===== src/rtl/databreak_ctrl.sv =====
// Data-break (DMA) controller: steals one RAM cycle from the CPU at an instruction boundary.
// Optional read-increment-write requests are enabled by defining DATABREAK_MEMINC_EN.
module databreak_ctrl #(
  parameter int PRIO_FIXED = 0,
  parameter int STALL_MAX  = 15
) (
  input  logic        SYSCLK,
  input  logic        RESET,
  input  logic        BRK_OK,
  input  logic        CPU_HALTED,
  output logic        CPU_STALL,
  output logic        BUS_OWN,
  output logic [11:0] RAM_ADDR,
  output logic [11:0] RAM_WDATA,
  input  logic [11:0] RAM_RDATA,
  output logic        RAM_OE,
  output logic        RAM_WE,
  input  logic        REQ0,
  input  logic        REQ1,
  input  logic [11:0] ADDR0,
  input  logic [11:0] ADDR1,
  input  logic        WR0,
  input  logic        WR1,
  input  logic [11:0] WDATA0,
  input  logic [11:0] WDATA1,
`ifdef DATABREAK_MEMINC_EN
  input  logic        INC0,
  input  logic        INC1,
  output logic        OVF,
`endif
  output logic        ACK0,
  output logic        ACK1,
  output logic [11:0] RDATA,
  output logic        ERR
);

  localparam int CNT_W = (STALL_MAX > 1) ? $clog2(STALL_MAX) : 1;

  typedef enum logic [2:0] {
    S_IDLE, S_WAIT, S_ADDR, S_DATA, S_WRITE, S_ACK
  } state_t;

  state_t           state, state_d;
  logic             gnt_q, wr_q, inc_q, last_q, err_q;
  logic [CNT_W-1:0] cnt_q;
  logic [11:0]      addr_q, wdata_q, rdata_q;
  logic             win, inc_sel, brk, timeout, any_req;

  function automatic logic [11:0] inc12(input logic [11:0] v);
    return v + 12'd1;
  endfunction

  assign any_req = REQ0 | REQ1;
  assign brk     = BRK_OK | CPU_HALTED;
  assign timeout = (STALL_MAX != 0) && (cnt_q == CNT_W'(STALL_MAX - 1));

  // On contention the requester not served last wins, unless priority is fixed.
  always_comb begin
    win = ~REQ0;
    if (REQ0 && REQ1) win = (PRIO_FIXED != 0) ? 1'b0 : ~last_q;
  end

`ifdef DATABREAK_MEMINC_EN
  assign inc_sel = win ? (INC1 & ~WR1) : (INC0 & ~WR0);
  assign OVF     = (state == S_ACK) && inc_q && (rdata_q == 12'd0);
`else
  assign inc_sel = 1'b0;
`endif

  always_comb begin
    state_d = state;
    case (state)
      S_IDLE:  if (any_req) state_d = S_WAIT;
      S_WAIT: begin
        if (brk)          state_d = S_ADDR;
        else if (timeout) state_d = S_IDLE;
      end
      S_ADDR:  state_d = S_DATA;
      S_DATA:  state_d = inc_q ? S_WRITE : S_ACK;
      S_WRITE: state_d = S_ACK;
      S_ACK:   state_d = S_IDLE;
      default: state_d = S_IDLE;
    endcase
  end

  always_ff @(posedge SYSCLK) begin
    if (RESET) begin
      state   <= S_IDLE;
      gnt_q   <= 1'b0;
      wr_q    <= 1'b0;
      inc_q   <= 1'b0;
      last_q  <= 1'b1;
      cnt_q   <= '0;
      err_q   <= 1'b0;
      rdata_q <= 12'd0;
    end else begin
      state <= state_d;
      err_q <= (state == S_WAIT) && !brk && timeout;
      case (state)
        S_IDLE: begin
          if (any_req) begin
            gnt_q <= win;
            wr_q  <= win ? WR1 : WR0;
            inc_q <= inc_sel;
          end
          cnt_q <= '0;
        end
        S_WAIT:  cnt_q <= cnt_q + CNT_W'(1);
        S_DATA:  if (!wr_q) rdata_q <= RAM_RDATA;
        S_WRITE: rdata_q <= inc12(rdata_q);
        S_ACK:   last_q <= gnt_q;
        default: ;
      endcase
    end
  end

  // Transaction address/data are only observed while the bus is owned, so no reset.
  always_ff @(posedge SYSCLK) begin
    if (state == S_IDLE && any_req) begin
      addr_q  <= win ? ADDR1 : ADDR0;
      wdata_q <= win ? WDATA1 : WDATA0;
    end
  end

  always_comb begin
    CPU_STALL = (state == S_WAIT) || (state == S_ADDR) || (state == S_DATA) || (state == S_WRITE);
    BUS_OWN   = (state == S_ADDR) || (state == S_DATA) || (state == S_WRITE);
    RAM_OE    = (state == S_ADDR) && !wr_q;
    RAM_WE    = ((state == S_ADDR) && wr_q) || (state == S_WRITE);
    RAM_ADDR  = BUS_OWN ? addr_q : 12'd0;
    RAM_WDATA = 12'd0;
    if ((state == S_ADDR) && wr_q) RAM_WDATA = wdata_q;
    else if (state == S_WRITE)     RAM_WDATA = inc12(rdata_q);
    ACK0      = (state == S_ACK) && !gnt_q;
    ACK1      = (state == S_ACK) && gnt_q;
    RDATA     = rdata_q;
    ERR       = err_q;
  end

endmodule


===== config.mk =====
export PLATFORM = sky130hd
export DESIGN_NAME = databreak_ctrl
export DESIGN_NICKNAME = d
export VERILOG_FILES = /design/src/rtl/databreak_ctrl.sv
export SDC_FILE = /design/constraint.sdc
export NUM_CORES = 1
export LEC_CHECK = 0
export ABC_AREA = 1
export BUFFER_PORTS_ARGS = -buffer_cell sky130_fd_sc_hd__buf_2
export CAP_MARGIN = 30
export CORE_MARGIN = 2
export CORE_UTILIZATION = 45
export CTS_BUF_LIST = sky130_fd_sc_hd__clkbuf_4 sky130_fd_sc_hd__clkbuf_8
export DETAILED_ROUTE_END_ITERATION = 12
export GPL_TIMING_DRIVEN = 0
export PLACE_DENSITY = 0.76
export SLEW_MARGIN = 15
export SYNTH_ARGS = -nofsm -noshare
export SYNTH_HDL_FRONTEND = slang
export SYNTH_SLANG_ARGS = --single-unit

===== constraint.sdc =====
create_clock -name SYSCLK -period 6.2 [get_ports SYSCLK]
set_input_delay 0.31 -clock SYSCLK [delete_from_list [all_inputs] [get_ports SYSCLK]]
set_output_delay 0.31 -clock SYSCLK [all_outputs]
set_load 0.05 [all_outputs]

==> out/qor.yml, run 1 <==
sta:
  tns_ns: 0
  clock_skew_ns: 0.00238
  slew_headroom_pct: 43.7
  rsz0062_at_grt: "no"
  hold_viol_final: 0
  post-route-period-util_pct: 38.0
  min_period_ns: 2.36
  tightest_slew_ns: 0.843
  hold_slack_ns: 0.259
  setup_violations: 0
  fmax_mhz: 424
  report.final.slew_viol_count: 0
  finalWorstSetupSlack_ns: 3.84
floorplanning:
  core_mm2: 0.00551
  rows: 27
  die_h_um: 79.6
  initial_core_util_pct: 46.7
  fp.dieW_um: 79.6
  io_pins: 111
  die_area_mm2: 0.00634
clock_network:
  clock_latency_ns: 0.30
  clock_sinks: 47
  ctsHoldBuffers: 0
  cts_max_level: 2
  cts_root_buffer: "clkbuf_8"
  numCtsBuffers: 5
  cts_resized: 0
  cts_setup_buffers: 0
  cts_tree: "built"
  cts_max_path_buffers: 2
  clk_pin_slew_ns: 0.08
worst_setup_path:
  cp_slowest_stage_delay_ns: 0.36
  cp.required_ns: 5.89
  r2r_end: "wr_q"
  reg2reg_slack_ns: 4.21
  cp_slowest_cell: "dfxtp_1"
  worstSetupStartpointType: "register"
  arrival_ns: 2.05
  crit_chain: "inv_1, nor2_1, inv_1, nor2_1, buf_2, nand3_1, nand2_1, buf_2"
  worst_setup_path_end_kind: "output port"
  crit_start: "state[1]"
  critPathKind: "reg -> out"
  r2r_cells: 6
  reg2reg_from: "state[0]"
  critPathMaxFanout: 10
pwr:
  p_seq_share_pct: 46.5
  power_frac_clock_pct: 19.6
  power.total_mw: 0.902
  ir_worst_vdd_mv: 0.133
  net-switching-power_mw: 0.358
  p_comb_share_pct: 33.9
  power.leakage_nw: 1.81
  power_density_mw_per_mm2: 274
  swShare_pct: 39.7
  p_int_mw: 0.544
route:
  post-route-drc-count: 0
  dr_total_vias: 2679
  highest_layer: "met4"
  postRouteAntennaNets: 0
  wl_met1_mm: 2.83
  drt_iter0_markers: 134
  wl_mm: 6.58
  dr_wl_met2_mm: 3.18
  drt_first_pass_iters: 4
  routed_via_density: 4.81
  wl_met3_um: 483
  post_drt_wl_per_cell_um: 11.8
cells_and_area:
  final_common_cell: "nand2_1"
  final_cell_mix: "133 x nand2_1, 114 x buf_2, 39 x inv_1, 39 x nand3_1, 38 x nor2_1"
  final_core_util_pct: 59.9
  area_growth_pct: 28.2
  nets: 556
  final_cells: 557
  antenna-diode-count: 0
  drive_gt1_share_pct: 26.8
  fillCellCount: 536
  final_area_mm2: 0.00330
synthesis:
  syn_area_per_cell_um2: 6.99
  synth-main-ff-cell: "edfxtp_1"
  netlist_area_mm2: 0.00257
  synth_edf_count: 24
  netlist_instances: 368
  async_reset_ff_share_pct: 0
  syn_nets: 439
  ys_ff_latch: 47
  synth_cell_types: 26
  synth_warnings: 0
  seq_area_frac_synth_pct: 45.9
worst_hold_path:
  hold_path_depth: 2
  min-delay-start: "RESET"
  hp-class: "in -> reg"
  holdPathEnd: "cnt_q[2]"
grt:
  grt_pass1_vias: 2512
  grt_overflow: 0
  antenna_found_initial: 0
  grt_max_degree: 29
  grt_pass1_wl_mm: 11.0
  grtUsageTotal_pct: 22.1
placed_design:
  dp.cells: 550
  io_buffers: 110
  gp_congestion: 0.940
  dpl.hpwl_mm: 5.08
  post-place-ws_ns: 4.18
  place_area_mm2: 0.00322
flow_run:
  maxCapViolations: 0
outcome:
  status: "complete, no violations"
[synthesized netlist by cell type, types with 2 or more instances]
library cell / n / share of area, %
ha_1: 3 / 1.5
or2_2: 3 / 0.73
clkbuf_1: 8 / 1.2
nand2_1: 133 / 19
nand3_1: 39 / 7.6
nor3_1: 4 / 0.78
inv_2: 2 / 0.29
inv_1: 39 / 5.7
dfxtp_1: 23 / 18
edfxtp_1: 24 / 28
buf_2: 4 / 0.78
a21oi_1: 15 / 2.9
o21ai_0: 19 / 3.7
a211oi_1: 2 / 0.58
nor2_1: 38 / 5.5
nand4_1: 2 / 0.49
[worst max-delay path: cells and delay by family, from the launching register on]
family        cells  cell delay [ns]
flops             1             0.36
simple gates      4             0.68
buf+inv           4             0.71
[cells by family after synthesis]
| family | Yosys count | synth area share [%] |
|---|---|---|
| AOI/OAI and AO/OA | 41 | 8.80 |
| xor gates and xnor gates | 1 | 0.341 |
| adders and majority gates | 3 | 1.46 |
| buffers and inverters | 54 | 8.07 |
| DFF | 47 | 45.9 |
| and+or+nand+nor | 222 | 35.4 |
[per-layer routing]
layer | vias up | GRT usage (%)
met5 | - | 0
met3 | 8 | 4.07
li1 | 1411 | -
met1 | 1160 | 27.6
met4 | 0 | 7.24
met2 | 100 | 38.2
[sequential cells by signal, indices dropped and copies added, names as in the netlist]
register / flops
RDATA: 12
addr_q: 12
wdata_q: 12
cnt_q: 4
state: 3
ERR: 1
gnt_q: 1
last_q: 1
wr_q: 1
[final cells by class]
type	instances	area [um^2]	area share (%)
multi-input combinational	267	1190	36.1
sequential	47	1180	35.8
timing repair buffer	110	551	16.7
inverter	42	158	4.78
tap	72	90.1	2.73
clock buffer	5	68.8	2.09
buffer	12	50.0	1.52
clock inverter	2	8.76	0.266
[worst max-delay path by stage]
| stage | to | slack (ns) | depth (start not counted) |
|---|---|---|---|
| floorplan | RAM_WDATA[8] | 4.08 | 7 |
| global placement | wr_q | 3.81 | 6 |
| detailed placement | RAM_WDATA[1] | 4.18 | 8 |
| CTS | RAM_WDATA[1] | 3.83 | 8 |
| global route | RAM_WDATA[1] | 3.66 | 8 |
| finish | RAM_WDATA[1] | 3.84 | 8 |
[power by group through the flow]
stage | sequential (mW) | clock [mW] | combinational [mW]
after CTS | 0.420 | 0.179 | 0.308
after global placement | 0.425 | 0 | 0.300
after global routing | 0.427 | 0.194 | 0.336
after detailed placement | 0.427 | 0 | 0.306
final | 0.420 | 0.176 | 0.306
after floorplan | 0.453 | 0 | 0.191
(Power assumes the default switching activity.)
==> run 2, diff against run 1 <==
--- a/config.mk
+++ b/config.mk
@@ -9,11 +9,11 @@
 export BUFFER_PORTS_ARGS = -buffer_cell sky130_fd_sc_hd__buf_2
 export CAP_MARGIN = 30
 export CORE_MARGIN = 2
-export CORE_UTILIZATION = 45
+export CORE_UTILIZATION = 44
 export CTS_BUF_LIST = sky130_fd_sc_hd__clkbuf_4 sky130_fd_sc_hd__clkbuf_8
 export DETAILED_ROUTE_END_ITERATION = 12
 export GPL_TIMING_DRIVEN = 0
-export PLACE_DENSITY = 0.76
+export PLACE_DENSITY = 0.78
 export SLEW_MARGIN = 15
 export SYNTH_ARGS = -nofsm -noshare
 export SYNTH_HDL_FRONTEND = slang
==> constraint.sdc (replaced) <==
create_clock -name SYSCLK -period 2 [get_ports SYSCLK]
set_input_delay 0.1 -clock SYSCLK [delete_from_list [all_inputs] [get_ports SYSCLK]]
set_output_delay 0.1 -clock SYSCLK [all_outputs]
set_load 0.05 [all_outputs]
==> out/qor.yml, run 2 (synthesis results as in run 1) <==
clock_network:
  cts_max_level: 2  # unchanged
  cts_setup_buffers: 0  # unchanged
  cts_max_path_buffers: 2  # unchanged
  numCtsBuffers: 5  # unchanged
  clk_pin_slew_ns: 0.09  # about the same
  cts_tree: "built"
  ctsHoldBuffers: 0  # unchanged
  cts_root_buffer: "clkbuf_8"
  clock_latency_ns: 0.30  # about the same
  clock_sinks: 47  # unchanged
cells_and_area:
  nets: 557  # +0.18%
  drive_gt1_share_pct: 29.2  # +2.4 points
  final_cell_mix: "131 x nand2_1, 103 x buf_2, 39 x inv_1, 39 x nand3_1, 34 x nor2_1"
  area_growth_pct: 32.4
  antenna-diode-count: 0  # unchanged
  final_common_cell: "nand2_1"
  final_cells: 559  # +0.36%
  final_core_util_pct: 61.1  # +1.2 points
worst_setup_path:
  r2r_cells: 3  # -3
  critPathKind: "reg -> out"
  worst_setup_path_end_kind: "output port"
  arrival_ns: 1.82  # -0.23 ns
  cp.required_ns: 1.90  # -3.99 ns
  worstSetupStartpointType: "register"
  critPathMaxFanout: 6  # -4
  reg2reg_from: "state[0]"
  r2r_end: "addr_q[0]"
  reg2reg_slack_ns: 0.18  # -4.03 ns
placed_design:
  io_buffers: 110  # unchanged
  gp_congestion: 0.852  # -9.4%
  dp.cells: 550  # unchanged
  dpl.hpwl_mm: 5.21  # +2.6%
grt:
  antenna_found_initial: 0  # unchanged
  grt_pass1_vias: 2463  # -2.0%
  grtUsageTotal_pct: 21.1  # -1.0 points
  grt_overflow: 0  # unchanged
  grt_pass1_wl_mm: 10.8  # -2.3%
  grt_max_degree: 16  # -45%
route:
  post_drt_wl_per_cell_um: 12.1  # +2.3%
  drt_iter0_markers: 177  # +32%
  routed_via_density: 4.95  # +2.9%
  wl_mm: 6.76  # +2.7%
  drt_first_pass_iters: 4  # unchanged
  dr_total_vias: 2766  # +3.2%
  postRouteAntennaNets: 0  # unchanged
  post-route-drc-count: 0  # unchanged
outcome:
  status: "complete, no violations"
sta:
  tightest_slew_ns: 0.746  # -0.0968 ns
  fmax_mhz: 520
  slew_headroom_pct: 50.3  # +6.6 points
  post-route-period-util_pct: 96.2
  report.final.slew_viol_count: 0  # unchanged
  hold_slack_ns: 0.0470  # -0.212 ns
  hold_viol_final: 0  # unchanged
  min_period_ns: 1.92
  setup_violations: 0  # unchanged
  tns_ns: 0  # unchanged
  clock_skew_ns: 0.00420  # +0.00182 ns
floorplanning:
  core_mm2: 0.00557  # +1.2%
  io_pins: 111  # unchanged
  rows: 27  # unchanged
  fp.dieW_um: 80.5  # +1.1%
  die_area_mm2: 0.00647  # +2.1%
  die_h_um: 80.5  # +1.1%
  initial_core_util_pct: 46.2  # -0.57 points
worst_hold_path:
  hp-class: "in -> reg"
  hold_path_depth: 2  # unchanged
  min-delay-start: "RESET"
  holdPathEnd: "state[1]"
flow_run:
  maxCapViolations: 0  # unchanged
pwr:
  power.leakage_nw: 1.84  # +1.3%
  power_density_mw_per_mm2: 889  # +230%
  power.total_mw: 3.03  # +240%
  ir_worst_vdd_mv: 0.420  # +220%
run 2: changes by cell type in the layout (fill, tap and decap cells not counted), moves of 2 or more:
cell and delta:
nand2_1 -2, nand2_2 +2, nor2_2 +2, buf_4 +5, nor2_4 +2, buf_2 -11
dfxtp_1 -3, clkbuf_4 +6, dfxtp_2 +3, nor2_1 -4
run 2: report_power, final:
| part | internal (mW) | total [mW] | leakage [nW] | switching [mW] |
|---|---|---|---|---|
| sequential | 1.21 | 1.31 | 0.424 | 0.0963 |
| combinational | 0.257 | 0.981 | 1.35 | 0.724 |
| clock | 0.411 | 0.740 | 0.0618 | 0.329 |
| total | 1.88 | 3.03 | 1.84 | 1.15 |
run 2: critical path, stage by stage (launching register included):
cell	delay, ns
dfxtp_1	0.44
nand2_1	0.08
nor2_1	0.32
nand2_1	0.09
a21oi_1	0.22
a31o_2	0.15
clkbuf_4	0.22
run 2: final cells by class:
type / instances / area [um^2]
clock buffers: 6 / 82.6
fillers: 539 / 2170
clock inverters: 2 / 38.8
repair buffers: 110 / 571
inverters: 42 / 158
well taps: 72 / 90.1
multi-input cells: 268 / 1220
plain buffers: 12 / 57.6
flip-flops and latches: 47 / 1180
run 2: what timing repair did:
action | in CTS | in global routing
pin swaps | 0 | 1
gates resized for setup | 6 | 18
endpoints found under the setup margin | 13 | 36
hold endpoints to repair | 0 | 0
cloned | 1 | 0
run 2: how the worst max path moves through the flow:
stage | startpoint | end | slack [ns] | cells past startpoint
3_3_place_gp | state[0] | wr_q | -0.37 | 6
4_1_cts | state[1] | RAM_WDATA[7] | 0.0008 | 8
6_report | RDATA[2] | RAM_WDATA[3] | 0.08 | 6
2_1_floorplan | state[0] | wr_q | 0.08 | 6
5_1_grt | state[0] | RAM_ADDR[8] | -0.001 | 7
3_5_place_dp | state[0] | wr_q | -0.06 | 6
run 2: metal layers:
metal	up-vias	track usage, %	wire [um]
met1	1221	27.1	2920
li1	1423	-	-
met4	0	5.76	107
met2	110	35.8	3250
met5	-	0	0
met3	12	4.27	482
run 2: stage by stage:
step,area [um^2],worst slack [ns]
2_1_floorplan,2570,0.0772
3_3_place_gp,3210,-0.374
6_report,3410,0.0754
4_1_cts,3370,0.000755
3_5_place_dp,3220,-0.0557
5_1_grt,3410,-0.00145
